`src/rtl/config_frame_sequencer_pkg.sv`:
```
`default_nettype none
// ============================================================================
// Module      : config_frame_pkg
// Description : Shared types and constants for the configuration frame
//               sequencer: FSM state encoding, header field layout and the
//               derived strobe-vector width.
// Revision    : 1.0 - initial release
// ============================================================================
package config_frame_pkg;

    // Sequencer states, explicitly encoded
    typedef enum logic [2:0] {
        IDLE   = 3'd0,
        LOAD   = 3'd1,
        DRAIN  = 3'd2,
        STROBE = 3'd3,
        GAP    = 3'd4
    } state_t;

    // Header marker values
    localparam logic [7:0] SYNC_BYTE = 8'hFA;
    localparam logic [7:0] END_COL   = 8'hFF;

    // Header field bit positions
    localparam int SYNC_MSB  = 31;
    localparam int SYNC_LSB  = 24;
    localparam int COL_MSB   = 23;
    localparam int COL_LSB   = 16;
    localparam int FRAME_MSB = 15;
    localparam int FRAME_LSB = 8;

    // One strobe bit per (column, frame) pair
    function automatic int strobe_width(input int num_cols, input int frames_per_col);
        return num_cols * frames_per_col;
    endfunction

endpackage
`default_nettype wire

```
`src/rtl/config_frame_sequencer_frame_strobe_decoder.sv`:
```
`default_nettype none
// ============================================================================
// Module      : frame_strobe_decoder
// Description : Decodes a (col, frame) address into a registered one-hot
//               strobe vector. The vector is all-zero unless en is high at
//               the clock edge; an out-of-range address produces no bit.
// Revision    : 1.0 - initial release
// ============================================================================
module frame_strobe_decoder
    import config_frame_pkg::*;
#(
    parameter int MaxFramesPerCol = 20,
    parameter int NumberOfCols    = 16
) (
    input  logic                                                    CLK,
    input  logic                                                    RST,
    input  logic [7:0]                                              col,
    input  logic [7:0]                                              frame,
    input  logic                                                    en,
    output logic [strobe_width(NumberOfCols, MaxFramesPerCol)-1:0]  FrameStrobe
);

    localparam int STROBE_W = strobe_width(NumberOfCols, MaxFramesPerCol);

    logic [STROBE_W-1:0] w_hit;
    logic [STROBE_W-1:0] strobe_d;
    logic [STROBE_W-1:0] strobe_q;

    // Each bit matches exactly one (col, frame) pair, so the vector is one-hot or zero
    generate
        for (genvar i = 0; i < STROBE_W; i++) begin : g_bit
            assign w_hit[i] = (col == 8'(i / MaxFramesPerCol)) &&
                              (frame == 8'(i % MaxFramesPerCol));
        end
    endgenerate

    // Strobe is only driven during the enabled cycle
    always_comb begin
        strobe_d = '0;
        if (en) begin
            strobe_d = w_hit;
        end
    end

    // Registered strobe, cleared asynchronously by reset
    always_ff @(posedge CLK or posedge RST) begin
        if (RST) begin
            strobe_q <= '0;
        end else begin
            strobe_q <= strobe_d;
        end
    end

    assign FrameStrobe = strobe_q;

endmodule
`default_nettype wire

```
`src/rtl/config_frame_sequencer.sv`:
```
`default_nettype none
// ============================================================================
// Module      : config_frame_sequencer
// Description : Accepts a bitstream word stream, assembles one frame of row
//               words into FrameData, then pulses the single FrameStrobe bit
//               for the addressed column/frame. Drives the global MODE flag.
// Revision    : 1.0 - initial release
// ============================================================================
module config_frame_sequencer
    import config_frame_pkg::*;
#(
    parameter int MaxFramesPerCol = 20,
    parameter int FrameBitsPerRow = 32,
    parameter int NumberOfRows    = 16,
    parameter int NumberOfCols    = 16
) (
    input  logic                                                    CLK,
    input  logic                                                    RST,
    input  logic [FrameBitsPerRow-1:0]                              s_data,
    input  logic                                                    s_valid,
    output logic                                                    s_ready,
    output logic [NumberOfRows*FrameBitsPerRow-1:0]                 FrameData,
    output logic [strobe_width(NumberOfCols, MaxFramesPerCol)-1:0]  FrameStrobe,
    output logic                                                    MODE,
    output logic [15:0]                                             frames_done,
    output logic                                                    err_sync,
    output logic                                                    err_range
);

    localparam int                ROW_W       = $clog2(NumberOfRows);
    localparam logic [ROW_W-1:0]  LAST_ROW    = ROW_W'(NumberOfRows - 1);
    localparam logic [7:0]        COL_LIMIT   = 8'(NumberOfCols);
    localparam logic [7:0]        FRAME_LIMIT = 8'(MaxFramesPerCol);
    localparam int                FD_W        = NumberOfRows * FrameBitsPerRow;

    state_t              state_d, state_q;
    logic [ROW_W-1:0]    row_d, row_q;
    logic [7:0]          col_d, col_q;
    logic [7:0]          frame_d, frame_q;
    logic [FD_W-1:0]     frame_data_d, frame_data_q;
    logic                mode_d, mode_q;
    logic [15:0]         frames_done_d, frames_done_q;
    logic                err_sync_d, err_sync_q;
    logic                err_range_d, err_range_q;
    logic                ready_d, ready_q;

    logic                w_xfer;
    logic                w_strobe_en;
    logic [7:0]          w_sync;
    logic [7:0]          w_col;
    logic [7:0]          w_frame;

    assign w_xfer  = s_valid && ready_q;
    assign w_sync  = s_data[SYNC_MSB:SYNC_LSB];
    assign w_col   = s_data[COL_MSB:COL_LSB];
    assign w_frame = s_data[FRAME_MSB:FRAME_LSB];

    // Next-state and datapath updates; every target defaults to hold
    always_comb begin
        state_d       = state_q;
        row_d         = row_q;
        col_d         = col_q;
        frame_d       = frame_q;
        frame_data_d  = frame_data_q;
        mode_d        = mode_q;
        frames_done_d = frames_done_q;
        err_sync_d    = err_sync_q;
        err_range_d   = err_range_q;
        w_strobe_en   = 1'b0;

        case (state_q)
            IDLE: begin
                if (w_xfer) begin
                    if (w_sync != SYNC_BYTE) begin
                        err_sync_d = 1'b1;
                    end else if (w_col == END_COL) begin
                        mode_d = 1'b0;
                    end else if ((w_col < COL_LIMIT) && (w_frame < FRAME_LIMIT)) begin
                        col_d   = w_col;
                        frame_d = w_frame;
                        row_d   = '0;
                        mode_d  = 1'b1;
                        state_d = LOAD;
                    end else begin
                        err_range_d = 1'b1;
                        mode_d      = 1'b1;
                        row_d       = '0;
                        state_d     = DRAIN;
                    end
                end
            end
            LOAD: begin
                if (w_xfer) begin
                    frame_data_d[int'(row_q)*FrameBitsPerRow +: FrameBitsPerRow] = s_data;
                    row_d = row_q + ROW_W'(1);
                    if (row_q == LAST_ROW) begin
                        // Strobe register loads on the same edge as the last row
                        w_strobe_en = 1'b1;
                        state_d     = STROBE;
                    end
                end
            end
            DRAIN: begin
                if (w_xfer) begin
                    row_d = row_q + ROW_W'(1);
                    if (row_q == LAST_ROW) begin
                        state_d = IDLE;
                    end
                end
            end
            STROBE: begin
                if (frames_done_q != 16'hFFFF) begin
                    frames_done_d = frames_done_q + 16'd1;
                end
                state_d = GAP;
            end
            GAP: begin
                state_d = IDLE;
            end
            default: begin
                state_d = IDLE;
            end
        endcase

        // Ready is registered so it tracks the state being entered
        ready_d = (state_d == IDLE) || (state_d == LOAD) || (state_d == DRAIN);
    end

    // Sequencer registers, all cleared asynchronously by reset
    always_ff @(posedge CLK or posedge RST) begin
        if (RST) begin
            state_q       <= IDLE;
            row_q         <= '0;
            col_q         <= '0;
            frame_q       <= '0;
            frame_data_q  <= '0;
            mode_q        <= 1'b0;
            frames_done_q <= '0;
            err_sync_q    <= 1'b0;
            err_range_q   <= 1'b0;
            ready_q       <= 1'b0;
        end else begin
            state_q       <= state_d;
            row_q         <= row_d;
            col_q         <= col_d;
            frame_q       <= frame_d;
            frame_data_q  <= frame_data_d;
            mode_q        <= mode_d;
            frames_done_q <= frames_done_d;
            err_sync_q    <= err_sync_d;
            err_range_q   <= err_range_d;
            ready_q       <= ready_d;
        end
    end

    frame_strobe_decoder #(
        .MaxFramesPerCol (MaxFramesPerCol),
        .NumberOfCols    (NumberOfCols)
    ) u_decoder (
        .CLK         (CLK),
        .RST         (RST),
        .col         (col_q),
        .frame       (frame_q),
        .en          (w_strobe_en),
        .FrameStrobe (FrameStrobe)
    );

    assign s_ready     = ready_q;
    assign FrameData   = frame_data_q;
    assign MODE        = mode_q;
    assign frames_done = frames_done_q;
    assign err_sync    = err_sync_q;
    assign err_range   = err_range_q;

endmodule
`default_nettype wire
```
`config.mk`:
```
export PLATFORM = sky130hd
export DESIGN_NAME = config_frame_sequencer
export DESIGN_NICKNAME = d
export VERILOG_FILES = /design/src/rtl/config_frame_sequencer_pkg.sv /design/src/rtl/config_frame_sequencer_frame_strobe_decoder.sv /design/src/rtl/config_frame_sequencer.sv
export SDC_FILE = /design/constraint.sdc
export NUM_CORES = 1
export LEC_CHECK = 0
export CAP_MARGIN = 10
export CORE_AREA = 4 4 340 342
export CTS_BUF_LIST = sky130_fd_sc_hd__clkbuf_8 sky130_fd_sc_hd__clkbuf_16
export CTS_CLUSTER_DIAMETER = 50
export CTS_CLUSTER_SIZE = 8
export DETAILED_ROUTE_END_ITERATION = 10
export DIE_AREA = 0 0 344 346
export DONT_BUFFER_PORTS = 1
export SLEW_MARGIN = 10
export SYNTH_ARGS = -nofsm -noshare
export SYNTH_HDL_FRONTEND = slang
export SYNTH_SLANG_ARGS = --single-unit
export TNS_END_PERCENT = 5
```
`constraint.sdc`:
```
create_clock -name CLK -period 64.3 [get_ports CLK]
set_input_delay 19.29 -clock CLK [delete_from_list [all_inputs] [get_ports CLK]]
set_output_delay 19.29 -clock CLK [all_outputs]
set_load 0.01 [all_outputs]
```
==> flow_summary.ini, run 1 <==
[outcome]
outcome = finished clean

[sta]
worst_pin_slew_ns = 1.259
fin_crit_sh_pct = 34.53
drv_slew = 0
tns_ns = 0
finalClockSkew_ns = 0.05349
maxSlewHeadroom_pct = 16.10
setup_viol = 0
timing.final.ws_setup_ns = 42.10
rsz0062_at_grt = false
timing.fmax_ghz = 0.04504
holdWs_ns = 0.5009
min_period_ns = 22.20
hold_viol = 0

[worst_setup_path]
cp.arrival_ns = 22.93
rrSetupSlack_ns = 59.69
cp.required_ns = 65.03
start_kind = input pin
end_kind = async pin
worstPathMaxFanout = 143
critPathKind = in2async

[cells_and_area]
final_util_pct = 34.06
nNetsFinal = 2900
layout_commonest_cell = dfrtp_1
drive_above_1_share_pct = 12.13
fillerInstances = 11060
final_area_um2 = 38260
final_cell_mix = 874 x dfrtp_1, 336 x nor2_1, 301 x inv_1
area_growth_syn_to_layout_pct = 15.02

[floorplan]
pin_count = 887
die_w_um = 344
design.core.area_um2 = 112300
initial_core_util_pct = 29.61
fp.dieH_um = 346
dieArea_um2 = 119000
rows = 123

[yosys]
synth_ff_type = dfrtp_1
ys_types = 57
synth_top_cell_area_share_pct = 65.82
synth_edf_count = 0
yosys_warnings = 0
yosysSeqAreaShare_pct = 65.82
syn_inst = 2931
synth_area_leader_cell = dfrtp_1
synth.net_count = 2972
ys_ff_latch = 875
synthTopCellsByArea = dfrtp_1 66%, nand4_1 4.4%, o21ai_0 4.3%
syn_area_um2 = 33270
synth-async-reset-ratio_pct = 100.0
avgSynthCellArea_um2 = 11.35

[global_route]
gr-total-overflow = 0
grt_pass1_vias = 23540
grt_max_degree = 170
grt_use_total_pct = 21.19
antenna_found_initial = 17
grt_pass1_wl_mm = 182.9

[power]
p_leak_uw = 0.01866
powerDensity_nw_per_um2 = 49.46
ir_drop_mv = 0.03477

[drt]
wirelength_mm = 130.2
wire_per_inst_um = 29.65
ant_nets = 0
avgViaCountPerCell = 5.330
drtIter0Drc = 2315
drc = 0
dr_total_vias = 23410
drtPass1Iterations = 6

[place]
io_buffer_count = 0
dp_worst_setup_slack_ns = 41.29
dp_hpwl_mm = 87.03
gp_congestion = 0.8057
dpl-instance-area_um2 = 34520

[clock_network]
cts_resized = 0
postCtsHoldBufs = 0
cts_buffers = 131
root_buffer = clkbuf_16
cts.clk_slew.worst_paths_ns = 0.05
cts_max_level = 4
clock-sinks = 875
cts_tree = yes
insertion_delay_ns = 0.74
post_cts_buffers = 0
cts_max_path_buffers = 3

[min_path]
hold_class = reg2reg

[job]
drv_cap = 0
-- Yosys cell counts, drive strengths merged (2+ instances only) --
master    n
nor3b     2
nor3     81
inv     297
or2       4
mux2i    66
a21o     70
nor4b     2
xor2      5
nand3    29
nand2    87
nand2b    2
nand4   237
and3     74
nor2    341
nor2b    17
dfrtp   875
nand3b    2
nor4     10
a31oi     3
mux2    139
a21oi     4
or3       4
clkbuf  189
nand4b    2
o21ai   283
and2      2
ha        6
buf      69
or4       4
and4      2
xnor2     8
-- worst paths after layout --
kind / start / endpoint / depth (start not counted)
worst max-delay path: RST / FrameData[114] / 5
max in group CLK: s_valid / FrameData[231] / 6
worst max register to register: row_q[0] / FrameData[263] / 8
worst min register to register: col_q[7] / col_q[7] / 1
worst min-delay path: col_q[7] / col_q[7] / 1
min in group asynchronous: RST / FrameData[142] / 1
-- layer usage --
metal  vias to the layer above  track usage [%]  part of all wire, %
li1                       9564                -                    -
met1                     12120            24.48                   36
met2                      1434            34.01                   47
met3                       288            8.218                   12
met4                         2            11.15                  5.4
met5                         -                0                0.015
-- report_power, final --
| group | leakage [uW] | switching, uW | internal [uW] | total, uW |
|---|---|---|---|---|
| sequential | 0.0113 | 201 | 682 | 883 |
| clock | 0.00183 | 254 | 375 | 629 |
| combinational | 0.00557 | 282 | 98.3 | 380 |
| total | 0.0187 | 736 | 1160 | 1890 |
-- area by class of cell --
type                            instances  area (um^2)  area share, %
Timing Repair Buffer                   53        422.9          1.105
Multi-Input combinational cell       1501         9198          24.04
Sequential cell                       875        21900          57.23
Antenna cell                            7        17.52        0.04578
Inverter                              297         1122          2.933
Tap cell                             1500         1877          4.905
Clock inverter                         27        436.7          1.141
Clock buffer                          132         3292          8.603
-- flip-flops by register name (all words and copies together) (netlist names) --
name / flops
state_q: 3
FrameData: 512
MODE: 1
u_decoder.FrameStrobe: 320
err_range: 1
col_q: 8
row_q: 4
s_ready: 1
err_sync: 1
frames_done: 16
frame_q: 8
-- cells by family (layout without fill, tap and decap cells) --
family	Yosys count	after routing	share of synthesized area, %
AND/OR/NAND/NOR	906	906	13.71
AO/OA/AOI/OAI	371	371	6.300
multiplexers	205	205	6.691
XOR/XNOR	13	13	0.3987
adder cells (fa/ha/maj)	6	6	0.2257
other	0	7	0
buffers and inverters	555	509	6.853
flip-flops	875	875	65.82
-- metrics by stage --
step | instances | power [uW]
floorplan | 2931 | 1080
global placement | 4226 | 1259
detailed placement | 4226 | 1267
CTS | 4385 | 1905
global route | 4388 | 1979
finish | 4392 | 1892
-- critical path: stages --
cell and delay [ns]:
inv_8 0.43, buf_4 0.75, buf_4 0.70, buf_4 0.81, buf_12 0.62
No activity file was read; power rests on OpenSTA's default activity.
==> run 2: changes to the inputs <==
==> constraint.sdc (replaced) <==
create_clock -name CLK -period 19.7 [get_ports CLK]
set_input_delay 5.91 -clock CLK [delete_from_list [all_inputs] [get_ports CLK]]
set_output_delay 5.91 -clock CLK [all_outputs]
set_load 0.01 [all_outputs]
==> run 2 against run 1 <==
Total power grew to 3.3 times the previous value. First-iteration DRC count increased by 2.8%. Die area is the same. Critical path depth grew 1. Sequential share of layout area down 0.51 points. Via count decreased by 0.24%. Highest routed layer unchanged. Routed wire length is 1.8% higher. Worst hold slack got worse by 0.0037 ns. Non-clock buffer count increased by 7. Design area grew 0.89%.
==> flow_summary.ini, run 2 (synthesis results as in run 1) <==
[sta]
fin_crit_sh_pct = 43.02
rsz0062_at_grt = false
finalClockSkew_ns = 0.03438
setup_viol = 0
maxSlewHeadroom_pct = 15.63
drv_slew = 0
hold_viol = 0
min_period_ns = 8.474
tns_ns = 0
holdWs_ns = 0.4972
timing.fmax_ghz = 0.1180
worst_pin_slew_ns = 1.262

[floorplan]
design.core.area_um2 = 112300
initial_core_util_pct = 29.61
dieArea_um2 = 119000
rows = 123
fp.dieH_um = 346
pin_count = 887
die_w_um = 344

[cells_and_area]
seqCellArea_um2 = 21900
multi_input_area_um2 = 9200
largest_reg_flops = 512
layout_commonest_cell = dfrtp_1
nNetsFinal = 2912
area_growth_syn_to_layout_pct = 16.05
final_util_pct = 34.36
final_cell_mix = 874 x dfrtp_1, 336 x nor2_1, 302 x inv_1
drive_above_1_share_pct = 12.77
fillerInstances = 10990

[worst_setup_path]
cp.required_ns = 20.22
critPathBufInv = 2
cp_slowest_cell = and3_1
path_cells = nand4bb_4, a2111oi_4, buf_4, buf_4, and3_1, o21ai_0
cp.arrival_ns = 8.99
cp_slowest_stage_delay_ns = 0.98
worstPathMaxFanout = 78
crit_top_cell = buf_4
end_kind = flip-flop
r2r-start = row_q[0]
critPathKind = in2reg
start_kind = input pin
crit_start = s_valid
crit_family = buffers and inverters

[clock_network]
clock-sinks = 875
cts_max_path_buffers = 3
insertion_delay_ns = 0.72
cts_buffers = 136
cts_max_level = 4
postCtsHoldBufs = 0
post_cts_buffers = 0
cts_tree = yes
root_buffer = clkbuf_16
cts_resized = 0
cts.clk_slew.worst_paths_ns = 0.05

[drt]
ant_nets = 0
avgViaCountPerCell = 5.286
dr_total_vias = 23350
wirelength_mm = 132.6
wire_per_inst_um = 30.01
drc = 0
drtPass1Iterations = 5
drtIter0Drc = 2379

[power]
powerDensity_nw_per_um2 = 163.2
clkPwrFrac_pct = 34.2
ir_drop_mv = 0.08829
p_int_uw = 3843
power_frac_comb_pct = 19.9
power.share.sequential_pct = 45.9
switchingPower_uw = 2456
p_leak_uw = 0.01881
switching_share_pct = 38.99

[min_path]
hold_start = col_q[4]
hold_class = reg2reg

[place]
gp_congestion = 0.8203
io_buffer_count = 0
dp_hpwl_mm = 88.18

[global_route]
grt_pass1_vias = 23880
grt_pass1_wl_mm = 185.5
gr-total-overflow = 0
antenna_found_initial = 15
grt_use_total_pct = 21.54
grt_max_degree = 166

[job]
drv_cap = 0

[outcome]
outcome = finished clean
## run 2: power groups by stage
stage	clock network (uW)	logic, uW	registers (uW)
after CTS	2190	1250	2900
final	2150	1260	2890
after detailed placement	0	1240	2910
after global routing	2270	1370	2940
after global placement	0	1210	2910
after floorplan	0	856	2670
## run 2: layer usage
metal / vias up / track usage, % / share of wire, %
li1: 9579 / - / -
met1: 12010 / 24.81 / 36
met2: 1465 / 34.63 / 47
met3: 296 / 9.090 / 12
met4: 4 / 10.24 / 5.1
met5: - / 0 / 0.020
## run 2: stage by stage
step	cell area (um^2)	std cells	setup WS, ns	power, uW
3_5_place_dp	34570	4233	10.57	4152
3_3_place_gp	34570	4233	10.69	4128
4_1_cts	38570	4406	11.34	6334
6_report	38600	4418	11.23	6299
5_1_grt	38580	4408	11.05	6580
2_1_floorplan	33270	2931	1.760	3526
## run 2: layout make-up
class | instances | share of cell area, %
antenna | 12 | 0.07779
clock buffer | 138 | 8.887
clock inverter | 35 | 1.491
inverter | 297 | 2.898
multi-input combinational | 1501 | 23.83
sequential | 875 | 56.72
tap | 1500 | 4.862
timing repair buffer | 60 | 1.232
## run 2: path summary, 6_finish.rpt
check / slack, ns / end / cells past startpoint
min reg2reg: 0.50 / col_q[4] / 1
min: 0.50 / col_q[4] / 1
max reg2reg: 15.41 / FrameData[462] / 7
max: 11.23 / FrameData[462] / 6
max in group asynchronous: 11.61 / FrameData[18] / 4
min in group asynchronous: 5.18 / FrameData[132] / 1
